<file path="src/rtl/change_recorder_pkg.sv">
// Shared types and sizing helpers for the change recorder and its record FIFO.
package change_recorder_pkg;

    localparam int TS_W = 32;

    typedef struct packed {
        logic [TS_W-1:0] ts;
        logic [31:0]     value;
    } record_t;

    typedef enum logic [1:0] {
        IDLE,
        TS_BEAT,
        VAL_BEAT
    } ser_state_t;

    function automatic int count_width(input int depth);
        return $clog2(depth) + 1;
    endfunction

endpackage

</file>
<file path="src/rtl/record_fifo.sv">
// Synchronous record FIFO; read data is registered and lags a push into an empty FIFO by one cycle.
module record_fifo
    import change_recorder_pkg::*;
#(
    parameter  int DEPTH = 16,
    localparam int AW    = $clog2(DEPTH),
    localparam int CW    = count_width(DEPTH)
) (
    input  logic          clk,
    input  logic          rst_n,
    input  logic          push,
    input  record_t       push_data,
    input  logic          pop,
    output record_t       rd_data,
    output logic          rd_valid,
    output logic [CW-1:0] count,
    output logic          full,
    output logic          empty
);

    record_t       mem [DEPTH];
    logic [AW-1:0] wr_ptr;
    logic [AW-1:0] rd_ptr;
    logic [AW-1:0] rd_next;

    assign rd_next = rd_ptr + AW'(pop);
    assign full    = (count == CW'(DEPTH));
    assign empty   = (count == '0);

    // NOTE: storage has no reset; only pointers and flags need a defined state.
    always_ff @(posedge clk) begin
        if (push) begin
            mem[wr_ptr] <= push_data;
        end
    end

    // NOTE: sequential state uses non-blocking assignments so every register sees pre-edge values.
    always_ff @(posedge clk or negedge rst_n) begin
        if (!rst_n) begin
            wr_ptr   <= '0;
            rd_ptr   <= '0;
            count    <= '0;
            rd_valid <= 1'b0;
            rd_data  <= '0;
        end else begin
            wr_ptr   <= wr_ptr + AW'(push);
            rd_ptr   <= rd_next;
            count    <= count + CW'(push) - CW'(pop);
            // Head is valid only if it was already stored before this edge.
            rd_valid <= (count - CW'(pop)) != '0;
            rd_data  <= mem[rd_next];
        end
    end

endmodule

</file>
<file path="src/rtl/change_recorder.sv">
// Records {timestamp, value} for every change of a monitored vector and streams
// each record as two 32-bit beats over a valid/ready interface.
module change_recorder
    import change_recorder_pkg::*;
#(
    parameter  int WIDTH = 8,
    parameter  int DEPTH = 16,
    localparam int CW    = count_width(DEPTH)
) (
    input  logic             clk_i,
    input  logic             reset_n_i,
    input  logic             ENABLE_i,
    input  logic [WIDTH-1:0] INP_i,
    output logic [31:0]      data_o,
    output logic             valid_o,
    input  logic             ready_i,
    output logic             first_o,
    output logic [CW-1:0]    COUNT_o,
    output logic             OVERFLOW_o,
    output logic             ACTIVE_o
);

    logic             en_q;
    logic [TS_W-1:0]  ts_q;
    logic [WIDTH-1:0] prev_q;
    ser_state_t       state;
    logic [31:0]      value_hold;

    logic    rise, change, push_req, push_ok, pop, val_done, busy;
    logic    rd_valid, fifo_full, fifo_empty;
    logic [CW-1:0] fifo_count;
    record_t push_rec, rd_rec;

    // NOTE: every signal here gets a value on every path, so no latch is inferred.
    always_comb begin
        rise           = ENABLE_i & ~en_q;
        change         = ACTIVE_o & ENABLE_i & (INP_i != prev_q);
        push_req       = rise | change;
        busy           = (state != IDLE);
        val_done       = (state == VAL_BEAT) & ready_i;
        push_ok        = push_req & ((COUNT_o < CW'(DEPTH)) | val_done) & ~fifo_full;
        pop            = rd_valid & ~fifo_empty & ((state == IDLE) | val_done);
        // ts_q counts cycles since the enable edge as of the previous edge.
        push_rec.ts    = rise ? '0 : ts_q + TS_W'(1);
        push_rec.value = 32'(INP_i);
    end

    // The record being serialized still counts as held until its last beat leaves.
    assign COUNT_o = fifo_count + CW'(busy);

    record_fifo #(.DEPTH(DEPTH)) u_fifo (
        .clk       (clk_i),
        .rst_n     (reset_n_i),
        .push      (push_ok),
        .push_data (push_rec),
        .pop       (pop),
        .rd_data   (rd_rec),
        .rd_valid  (rd_valid),
        .count     (fifo_count),
        .full      (fifo_full),
        .empty     (fifo_empty)
    );

    always_ff @(posedge clk_i or negedge reset_n_i) begin
        if (!reset_n_i) begin
            en_q       <= 1'b0;
            ts_q       <= '0;
            prev_q     <= '0;
            ACTIVE_o   <= 1'b0;
            OVERFLOW_o <= 1'b0;
        end else begin
            en_q   <= ENABLE_i;
            prev_q <= INP_i;
            if (rise) begin
                ts_q <= '0;
            end else if (ACTIVE_o) begin
                ts_q <= ts_q + TS_W'(1);
            end
            if (push_req && !push_ok) begin
                OVERFLOW_o <= 1'b1;
                ACTIVE_o   <= 1'b0;
            end else if (rise) begin
                OVERFLOW_o <= 1'b0;
                ACTIVE_o   <= 1'b1;
            end else if (!ENABLE_i) begin
                ACTIVE_o <= 1'b0;
            end
        end
    end

    always_ff @(posedge clk_i or negedge reset_n_i) begin
        if (!reset_n_i) begin
            state      <= IDLE;
            data_o     <= '0;
            first_o    <= 1'b0;
            valid_o    <= 1'b0;
            value_hold <= '0;
        end else begin
            case (state)
                IDLE: begin
                    if (pop) begin
                        data_o     <= rd_rec.ts;
                        value_hold <= rd_rec.value;
                        first_o    <= 1'b1;
                        valid_o    <= 1'b1;
                        state      <= TS_BEAT;
                    end
                end
                TS_BEAT: begin
                    if (ready_i) begin
                        data_o  <= value_hold;
                        first_o <= 1'b0;
                        state   <= VAL_BEAT;
                    end
                end
                VAL_BEAT: begin
                    if (ready_i) begin
                        if (pop) begin
                            data_o     <= rd_rec.ts;
                            value_hold <= rd_rec.value;
                            first_o    <= 1'b1;
                            state      <= TS_BEAT;
                        end else begin
                            valid_o <= 1'b0;
                            state   <= IDLE;
                        end
                    end
                end
                default: state <= IDLE;
            endcase
        end
    end

endmodule

</file>
<file path="config.mk">
export PLATFORM = sky130hd
export DESIGN_NAME = change_recorder
export DESIGN_NICKNAME = d
export VERILOG_FILES = /design/src/rtl/change_recorder_pkg.sv /design/src/rtl/record_fifo.sv /design/src/rtl/change_recorder.sv
export SDC_FILE = /design/constraint.sdc
export NUM_CORES = 1
export LEC_CHECK = 0
export CORE_AREA = 2 2 265 267
export DETAILED_ROUTE_END_ITERATION = 8
export DIE_AREA = 0 0 267 269
export PLACE_DENSITY_LB_ADDON = 0.08
export SYNTH_ARGS = -nofsm -noshare
export SYNTH_HDL_FRONTEND = slang
export SYNTH_SLANG_ARGS = --single-unit
</file>
<file path="constraint.sdc">
create_clock -name clk_i -period 12.45 [get_ports clk_i]
set_input_delay 2.49 -clock clk_i [delete_from_list [all_inputs] [get_ports clk_i]]
set_output_delay 2.49 -clock clk_i [all_outputs]
set_load 0.02 [all_outputs]
</file>
Word-level counts from Yosys, hierarchy flattened
Memory sizes are Yosys's and may differ from the RTL's. A register that Yosys moved wholly into a read port is not among the register bits.
Index checks and enable logic that the tools add are counted.
{"block": "op_classes", "add_sub_neg": 7, "n_lt_le_gt_ge": 1, "eq_ne": 9, "n_mux": 30, "bitwise_logic": 14, "n_reduce_logical": 15}
{"operator": "$mux W32", "n": 8}
{"operator": "$pmux W32 S3", "n": 1}
{"operator": "$pmux W32 S2", "n": 1}
{"operator": "$add A32 B1 Y32 const B", "n": 1}
{"operator": "$mux W1", "n": 14}
{"operator": "$add A5 B1 Y5", "n": 2}
{"operator": "$sub A5 B1 Y5", "n": 2}
{"operator": "$add A4 B1 Y4", "n": 2}
{"operator": "$and A1 B1 Y1", "n": 8}
{"operator": "$ne A8 B8 Y1", "n": 1}
{"operator": "$reduce_bool A2 Y1", "n": 4}
{"operator": "$mux W2", "n": 3}
{"operator": "$ne A2 B2 Y1 const B", "n": 3}
{"operator": "$pmux W2 S3", "n": 1}
{"operator": "$reduce_and A3 Y1", "n": 2}
{"operator": "$eq A5 B5 Y1 const B", "n": 1}
{"operator": "$logic_not A5 Y1", "n": 1}
{"operator": "$lt A5 B5 Y1 const B", "n": 1}
{"operator": "$reduce_bool A5 Y1", "n": 1}
{"operator": "$reduce_and A4 Y1", "n": 1}
{"operator": "$ne A3 B1 Y1 const B", "n": 1}
{"operator": "$not A1 Y1", "n": 3}
{"operator": "$or A1 B1 Y1", "n": 3}
{"operator": "$pmux W1 S3", "n": 1}
{"operator": "other kinds (9)", "n": 10}
{"block": "totals", "reg_bits": 157, "ram_bits": 640, "inputBits": 12, "output_inout_bits": 41, "memories": 1}
{"memory": "u_fifo.mem", "depth": 16, "width": 40, "rd": 1, "rd_clocked_by_memory_dff": 1, "write_ports": 1, "line": "record_fifo.sv:21", "text": "record_t mem [DEPTH];"}

Logic depth before layout (Yosys ltp)
Gate-level depths: netlist (run 1).
{"block": "depth", "ltp_word": 9, "depth_mapped": 14, "ltp_nobuf": 12}

Hierarchy
Synthesis (run 1) repeated with hierarchy kept, for this count alone.
{"block": "hier_totals", "hier_cells": 2315, "hier_area_um2": 47519.3}
{"mod": "record_fifo", "instances": 1, "cells_per_inst": 1699, "area_each_um2": 41888.9, "seq_area_each_um2": 32701.4}
{"mod": "change_recorder", "instances": 1, "cells_per_inst": 616, "area_each_um2": 5630.4, "seq_area_each_um2": 2777.7}

Worst setup path before layout (run 1)
OpenSTA, ideal clock, no wires.
{"block": "synth_timing", "kind": "input-to-reg", "from": "input ENABLE_i", "to": "memory u_fifo.mem[4][0] in the netlist's numbering (enable)", "arrival_ps": 7113, "t_required_ps": 11913, "path_slack_ps": 4800, "cell_stages": 4, "cell_sequence": "a21boi_0 nand3_1 buf_2 nor4_1"}
{"block": "synth_between", "elab_chain_len": 7, "elab_cells_between_ends": 8, "cone_classes": "2 x mux; 6 x bitwise"}
{"element": "from (decl)", "line": "change_recorder.sv:12", "text": "input logic ENABLE_i,"}
{"element": "$and A1 B1 Y1 (2 in a row)", "line": "change_recorder.sv:37", "text": "change = ACTIVE_o & ENABLE_i & (INP_i != prev_q);"}
{"element": "$or A1 B1 Y1 *", "line": "change_recorder.sv:38", "text": "push_req = rise | change;"}
{"element": "$and A1 B1 Y1 * (2 in a row)", "line": "change_recorder.sv:41", "text": "push_ok = push_req & ((COUNT_o < CW'(DEPTH)) | val_done) & ~fifo_full;"}
{"element": "$mux W1 *", "line": "record_fifo.sv:32", "text": "if (push) begin"}
{"element": "$mux W1 (not written as such) *", "line": "record_fifo.sv:33", "text": "mem[wr_ptr] <= push_data;"}
{"element": "to (decl)", "line": "record_fifo.sv:21"}
Every way passes the cells marked *; elsewhere a longest branch is shown, timed or not.

Worst setup path in the final report (run 1)
{"block": "layout_timing", "from": "input ready_i", "to": "register, netlist name u_fifo.rd_data[51]"}
{"block": "layout_between", "elab_chain_len": 4}
{"element": "from (decl)", "line": "change_recorder.sv:16", "text": "input logic ready_i,"}
{"element": "$and A1 B1 Y1", "line": "change_recorder.sv:40", "text": "val_done = (state == VAL_BEAT) & ready_i;"}
{"element": "$or A1 B1 Y1", "line": "change_recorder.sv:42", "text": "pop = rd_valid & ~fifo_empty & ((state == IDLE) | val_done);"}
{"element": "$and A1 B1 Y1", "line": "change_recorder.sv:42"}
{"element": "$add A4 B1 Y4", "line": "record_fifo.sv:26", "text": "assign rd_next = rd_ptr + AW'(pop);"}
{"element": "net u_fifo.rd_next[1]", "line": "record_fifo.sv:24", "text": "logic [AW-1:0] rd_next;"}
The timed path passes the listed nets, and every way through them passes these cells.
A chain may end at the register's enable or synchronous reset.

==> impl_metrics.env, run 1 <==
export IMPL_status="finished clean"
export IMPL_start_util_pct=44.4
export IMPL_required_ns=12.89
export IMPL_final_cell_mix="640 x edfxtp_1, 244 x nand2_1, 160 x mux4_2"
export IMPL_cts_htree_levels=3
export IMPL_drtAntennaViolNets=0
export IMPL_cp_start_kind="input pin"
export IMPL_place_ws_ns=6.12
export IMPL_drive_gt1_share_pct=21.1
export IMPL_min_path_type="register to register"
export IMPL_clock_skew_final_ns=0.0190
export IMPL_slowest_stage="ha_4"
export IMPL_final_setup_tns_ns=0
export IMPL_tightest_slew_ns=1.36
export IMPL_critPathBufInv=3
export IMPL_hpwl_um=39200
export IMPL_gp_congestion=0.722
export IMPL_overflow=0
export IMPL_min_from="data_o[22]"
export IMPL_reg2reg_from="state[0]"
export IMPL_wl_per_cell_um=26.0
export IMPL_cts_buffers=83
export IMPL_die_area_mm2=0.0718
export IMPL_fillers=5665
export IMPL_first_pass_iters=5
export IMPL_core_area_mm2=0.0693
export IMPL_wl_um=73900
export IMPL_syn_to_final_growth_pct=15.0
export IMPL_hold_viol=0
export IMPL_vdd_ir_drop_max_uv=328
export IMPL_postSynthCellCount=1725
export IMPL_drc=0
export IMPL_fin_crit_ns=5.72
export IMPL_yosys_register_bits=781
export IMPL_dieHeight_um=269
export IMPL_hold_buffers=0
export IMPL_p_leak_nw=12.1
export IMPL_fin_crit_sh_pct=45.9
export IMPL_cts_tree="done"
export IMPL_cpLargestDelayFamily="buffers and inverters"
export IMPL_finalSetupViolations=0
export IMPL_p_per_area_mw_per_mm2=259
export IMPL_ctsResizeCount=0
export IMPL_synth_cell_area_mm2=0.0308
export IMPL_dp_cells=2682
export IMPL_nets=1860
export IMPL_io_pin_count=53
export IMPL_rsz0062_at_grt="no"
export IMPL_grt_pass1_wl_um=109000
export IMPL_die_x_um=267
export IMPL_viasPerCell=5.59
export IMPL_cts_setup_buffers=0
export IMPL_hold_ws_ns=0.477
export IMPL_crit_fanout=39
export IMPL_row_count=97
export IMPL_instances_no_fill=2838
export IMPL_fmax_ghz=0.175
export IMPL_port_buffers=52
export IMPL_syn_area_per_cell_um2=17.8
export IMPL_grt_max_degree=97
export IMPL_yosys_warnings=0
export IMPL_critical_path_class="input pin to register"
export IMPL_fin_ws_ns=6.73
export IMPL_seq_area_frac_synth_pct=74.0
export IMPL_slowest_delay_ns=0.66
export IMPL_clock_latency_ns=0.61
export IMPL_crit_chain="clkdlybuf4s50_1, nor2b_1, nor3_2, ha_4, ha_4, buf_4, buf_4, mux4_2, nand2_1, and3_1, a31oi_1"
export IMPL_drt_iter0_drc=1363
export IMPL_cp_arrival_ns=6.15
export IMPL_syn_num_nets=1756
export IMPL_drv_cap=0
export IMPL_final_util_pct=51.0
export IMPL_track_usage_pct=21.1
export IMPL_root_buffer="clkbuf_16"
export IMPL_synth_cell_types=48
export IMPL_clockBufferDepth=3
export IMPL_layout_commonest_cell="edfxtp_1"
export IMPL_critical_path_startpoint="ready_i"
export IMPL_antennaDiodeCount=0
export IMPL_drv_slew=0
export IMPL_grt_pass1_vias=16300
export IMPL_grt_antenna_before_repair=4
export IMPL_num_vias=15900
export IMPL_clk_pin_slew_worst_paths_ns=0.06
export IMPL_cts_sinks=781
export IMPL_slew_limit_headroom_pct=9.05
export IMPL_end_kind="register"
[metal layers]
layer / up-vias / track usage (%) / wire length [um]
li1: 6948 / - / -
met1: 8407 / 30.0 / 33200
met2: 420 / 34.7 / 35700
met3: 85 / 3.53 / 3980
met4: 0 / 4.52 / 988
met5: - / 0 / 0
[per-stage QoR]
stage | instance area (um^2) | total power [W]
2_1_floorplan | 30800 | 0.00586
3_3_place_gp | 32600 | 0.00685
3_5_place_dp | 32600 | 0.00686
4_1_cts | 35300 | 0.00930
5_1_grt | 35400 | 0.00968
6_report | 35400 | 0.00916
[final timing paths]
check                      cells past startpoint  slack (ns)            endpoint
max                                           11        6.73  u_fifo.rd_data[51]
min in group asynchronous                      1        1.76           data_o[1]
max reg2reg                                   12        7.79     u_fifo.count[4]
min                                            2        0.48          data_o[22]
max in group asynchronous                      3        8.56            ts_q[25]
min reg2reg                                    2        0.48          data_o[22]
[Yosys cell counts (all sizes together)]
library cell / number / area share, %
nand2: 244 / 3.0
nand3b: 2 / 0.049
or4: 10 / 0.24
o31ai: 10 / 0.24
nor4: 20 / 0.43
dfrtp: 141 / 11
and3: 46 / 0.94
clkbuf: 46 / 0.57
or2: 4 / 0.081
ha: 18 / 0.73
nand4: 20 / 0.52
a21boi: 2 / 0.049
nor4b: 1 / 0.028
xor2: 30 / 0.85
mux4: 160 / 12
nor3: 6 / 0.11
nand2b: 16 / 0.33
xnor2: 16 / 0.46
o21bai: 2 / 0.049
inv: 12 / 0.15
edfxtp: 640 / 62
fa: 1 / 0.065
nor2b: 2 / 0.041
nor2: 39 / 0.48
o31a: 2 / 0.057
or3: 10 / 0.20
and4: 7 / 0.21
and2: 4 / 0.081
o21a: 2 / 0.049
a2bb2oi: 1 / 0.028
o21ai: 45 / 0.73
nand3: 17 / 0.28
mux2: 8 / 0.29
a21oi: 24 / 0.39
mux2i: 25 / 0.81
a31oi: 40 / 0.81
and3b: 1 / 0.028
buf: 51 / 0.95
[final cells by class]
class                           instances  area (um^2)  share of cell area, %
Clock buffer                          113         2350                   6.66
Timing Repair Buffer                  116         1020                   2.89
Clock inverter                         41          349                  0.987
Inverter                               12         46.3                  0.131
Multi-Input combinational cell        835         7670                   21.7
Sequential cell                       781        22700                   64.3
Tap cell                              940         1180                   3.33
[logic make-up after synthesis]
family | Yosys count | share of synthesized area, %
AND/OR/NAND/NOR | 449 | 7.02
flip-flops | 781 | 74.0
adder cells (fa/ha/maj) | 19 | 0.797
multiplexers | 193 | 12.8
buffers and inverters | 109 | 1.67
AO/OA/AOI/OAI | 128 | 2.41
XOR/XNOR | 46 | 1.31
[registers in the layout, indices dropped and copies added, names as in the netlist, 2 cells and up]
name / count
u_fifo.count: 5
state: 2
ts_q: 32
prev_q: 8
data_o: 32
u_fifo.wr_ptr: 4
u_fifo.rd_ptr: 4
value_hold: 8
u_fifo.mem: 640
u_fifo.rd_data: 40
[power by group]
group	internal (W)	leakage, nW	switching, W
registers	0.00311	7.58	0.000144
clock network	0.00143	1.32	0.000994
logic	0.00157	3.21	0.00191
[worst reg2reg max path, cell delays in order (launching register included)]
cell and delay (ns):
dfrtp_1 0.42, or2_2 0.31, ha_1 0.20, ha_1 0.21, and3b_1 0.18, o21ai_0 0.79, nand3_1 0.90, nor2_1 0.69
ha_1 0.29, fa_1 0.22, a21oi_1 0.08, o21bai_1 0.15, xnor2_1 0.13
Power figures use the tool's default switching activity.
==> run 2: changes to the inputs <==
Clock period 12.45 ns to 5.4 ns, I/O delays scaled along.
==> impl_metrics.env, run 2 (synthesis gave the netlist of run 1 again) <==
export IMPL_drv_cap=0
export IMPL_clock_latency_ns=0.62
export IMPL_seq_power_share_pct=35.0
export IMPL_reg2reg_depth=9
export IMPL_drtAntennaViolNets=0
export IMPL_crit_fanout=6
export IMPL_hold_buffers=0
export IMPL_p_int_w=0.0144
export IMPL_end_kind="output pin"
export IMPL_root_buffer="clkbuf_16"
export IMPL_fin_ws_ns=1.57
export IMPL_largest_reg_flops=640
export IMPL_cts_htree_levels=3
export IMPL_gp_congestion=0.779
export IMPL_io_pin_count=53
export IMPL_critical_path_class="register to output pin"
export IMPL_slowest_delay_ns=0.54
export IMPL_regMostFlops="u_fifo.mem"
export IMPL_dpl_cell_area_mm2=0.0329
export IMPL_clock_skew_final_ns=0.0239
export IMPL_drv_slew=0
export IMPL_combPwrFrac_pct=38.7
export IMPL_final_area_mm2=0.0356
export IMPL_min_path_type="register to register"
export IMPL_cp_start_kind="register"
export IMPL_first_pass_iters=7
export IMPL_reg_top3="u_fifo.mem: 640 flops, u_fifo.rd_data: 40 flops"
export IMPL_grt_antenna_before_repair=1
export IMPL_overflow=0
export IMPL_final_util_pct=51.4
export IMPL_port_buffers=52
export IMPL_crit_chain="or2_2, ha_1, ha_1, and3b_1, or2_2, clkdlybuf4s50_1"
export IMPL_cts_tree="done"
export IMPL_fmax_ghz=0.261
export IMPL_syn_to_final_growth_pct=15.7
export IMPL_switching_share_pct=33.1
export IMPL_pwr_share_clk_pct=26.3
export IMPL_start_util_pct=44.4
export IMPL_grt_pass1_vias=16400
export IMPL_power_switching_w=0.00711
export IMPL_grt_max_degree=73
export IMPL_finalSetupViolations=0
export IMPL_slew_limit_headroom_pct=9.01
export IMPL_die_x_um=267
export IMPL_drt_iter0_drc=1321
export IMPL_dieHeight_um=269
export IMPL_num_vias=15900
export IMPL_nets=1876
export IMPL_ctsResizeCount=0
export IMPL_hold_depth=1
export IMPL_track_usage_pct=21.1
export IMPL_vdd_ir_drop_max_uv=732
export IMPL_hpwl_um=42100
export IMPL_row_count=97
export IMPL_core_area_mm2=0.0693
export IMPL_p_per_area_mw_per_mm2=603
export IMPL_clk_pin_slew_worst_paths_ns=0.06
export IMPL_clockBufferDepth=3
export IMPL_place_ws_ns=1.31
export IMPL_grt_pass1_wl_um=109000
export IMPL_fin_crit_sh_pct=70.9
export IMPL_rsz0062_at_grt="no"
export IMPL_required_ns=4.32
export IMPL_layout_commonest_cell="edfxtp_1"
export IMPL_wl_um=73600
export IMPL_tightest_slew_ns=1.36
export IMPL_cp_arrival_ns=2.75
export IMPL_slowest_stage="clkdlybuf4s50_1"
export IMPL_cts_buffers=82
export IMPL_wl_per_cell_um=25.8
export IMPL_cts_sinks=781
export IMPL_final_cell_mix="640 x edfxtp_1, 244 x nand2_1, 160 x mux4_2"
export IMPL_drive_gt1_share_pct=21.3
export IMPL_status="finished clean"
export IMPL_p_leak_nw=12.2
export IMPL_cts_setup_buffers=0
export IMPL_die_area_mm2=0.0718
export IMPL_drc=0
export IMPL_hold_viol=0
export IMPL_viasPerCell=5.58
export IMPL_fin_crit_ns=3.83
[run 2: per-layer routing]
| layer | global-route usage [%] | vias up | routed length [um] |
|---|---|---|---|
| met5 | 0 | - | 0 |
| li1 | - | 6981 | - |
| met1 | 30.2 | 8483 | 33500 |
| met4 | 4.83 | 0 | 1030 |
| met2 | 33.9 | 401 | 34700 |
| met3 | 3.83 | 79 | 4290 |
[run 2: area by class of cell]
cell class,count,area [um^2]
antenna,1,2.50
clock buffer,111,2260
clock inverter,42,442
fill,5614,33700
inverter,12,46.3
multi-input combinational,835,7670
sequential,781,22700
tap,940,1180
timing repair buffer,133,1250
[run 2: worst paths after layout]
kind	start	endpoint	slack, ns
setup / recovery	state[0]	COUNT_o[4]	1.57
hold / removal	u_fifo.rd_data[5]	value_hold[5]	0.48
setup reg to reg	state[0]	u_fifo.mem[4][39]	1.61
hold reg to reg	u_fifo.rd_data[5]	value_hold[5]	0.48
max in group asynchronous	reset_n_i	u_fifo.rd_data[58]	3.78
min in group asynchronous	reset_n_i	data_o[1]	0.51
[run 2: power groups by stage]
stage	combinational, W	clock (W)	sequential (W)
finish	0.00831	0.00565	0.00751
global route	0.00910	0.00600	0.00756
CTS	0.00852	0.00577	0.00751
detailed placement	0.00850	0	0.00763
global placement	0.00849	0	0.00762
floorplan	0.00589	0	0.00762
[run 2: critical path, delay by kind of cell (launching register included)]
family        cells  cell delay, ns
simple gates      3            0.76
flops             1            0.42
fa+ha+maj         2            0.40
buf+inv           1            0.54
[run 2: through the flow]
step	instances	setup TNS [ns]	hold WS [ns]	total power [W]
4_1_cts	2852	0	0.474	0.0218
3_3_place_gp	2699	0	0.460	0.0161
6_report	2855	0	0.475	0.0215
2_1_floorplan	1725	-516.67	0.454	0.0135
5_1_grt	2854	0	0.492	0.0227
3_5_place_dp	2699	0	0.463	0.0161
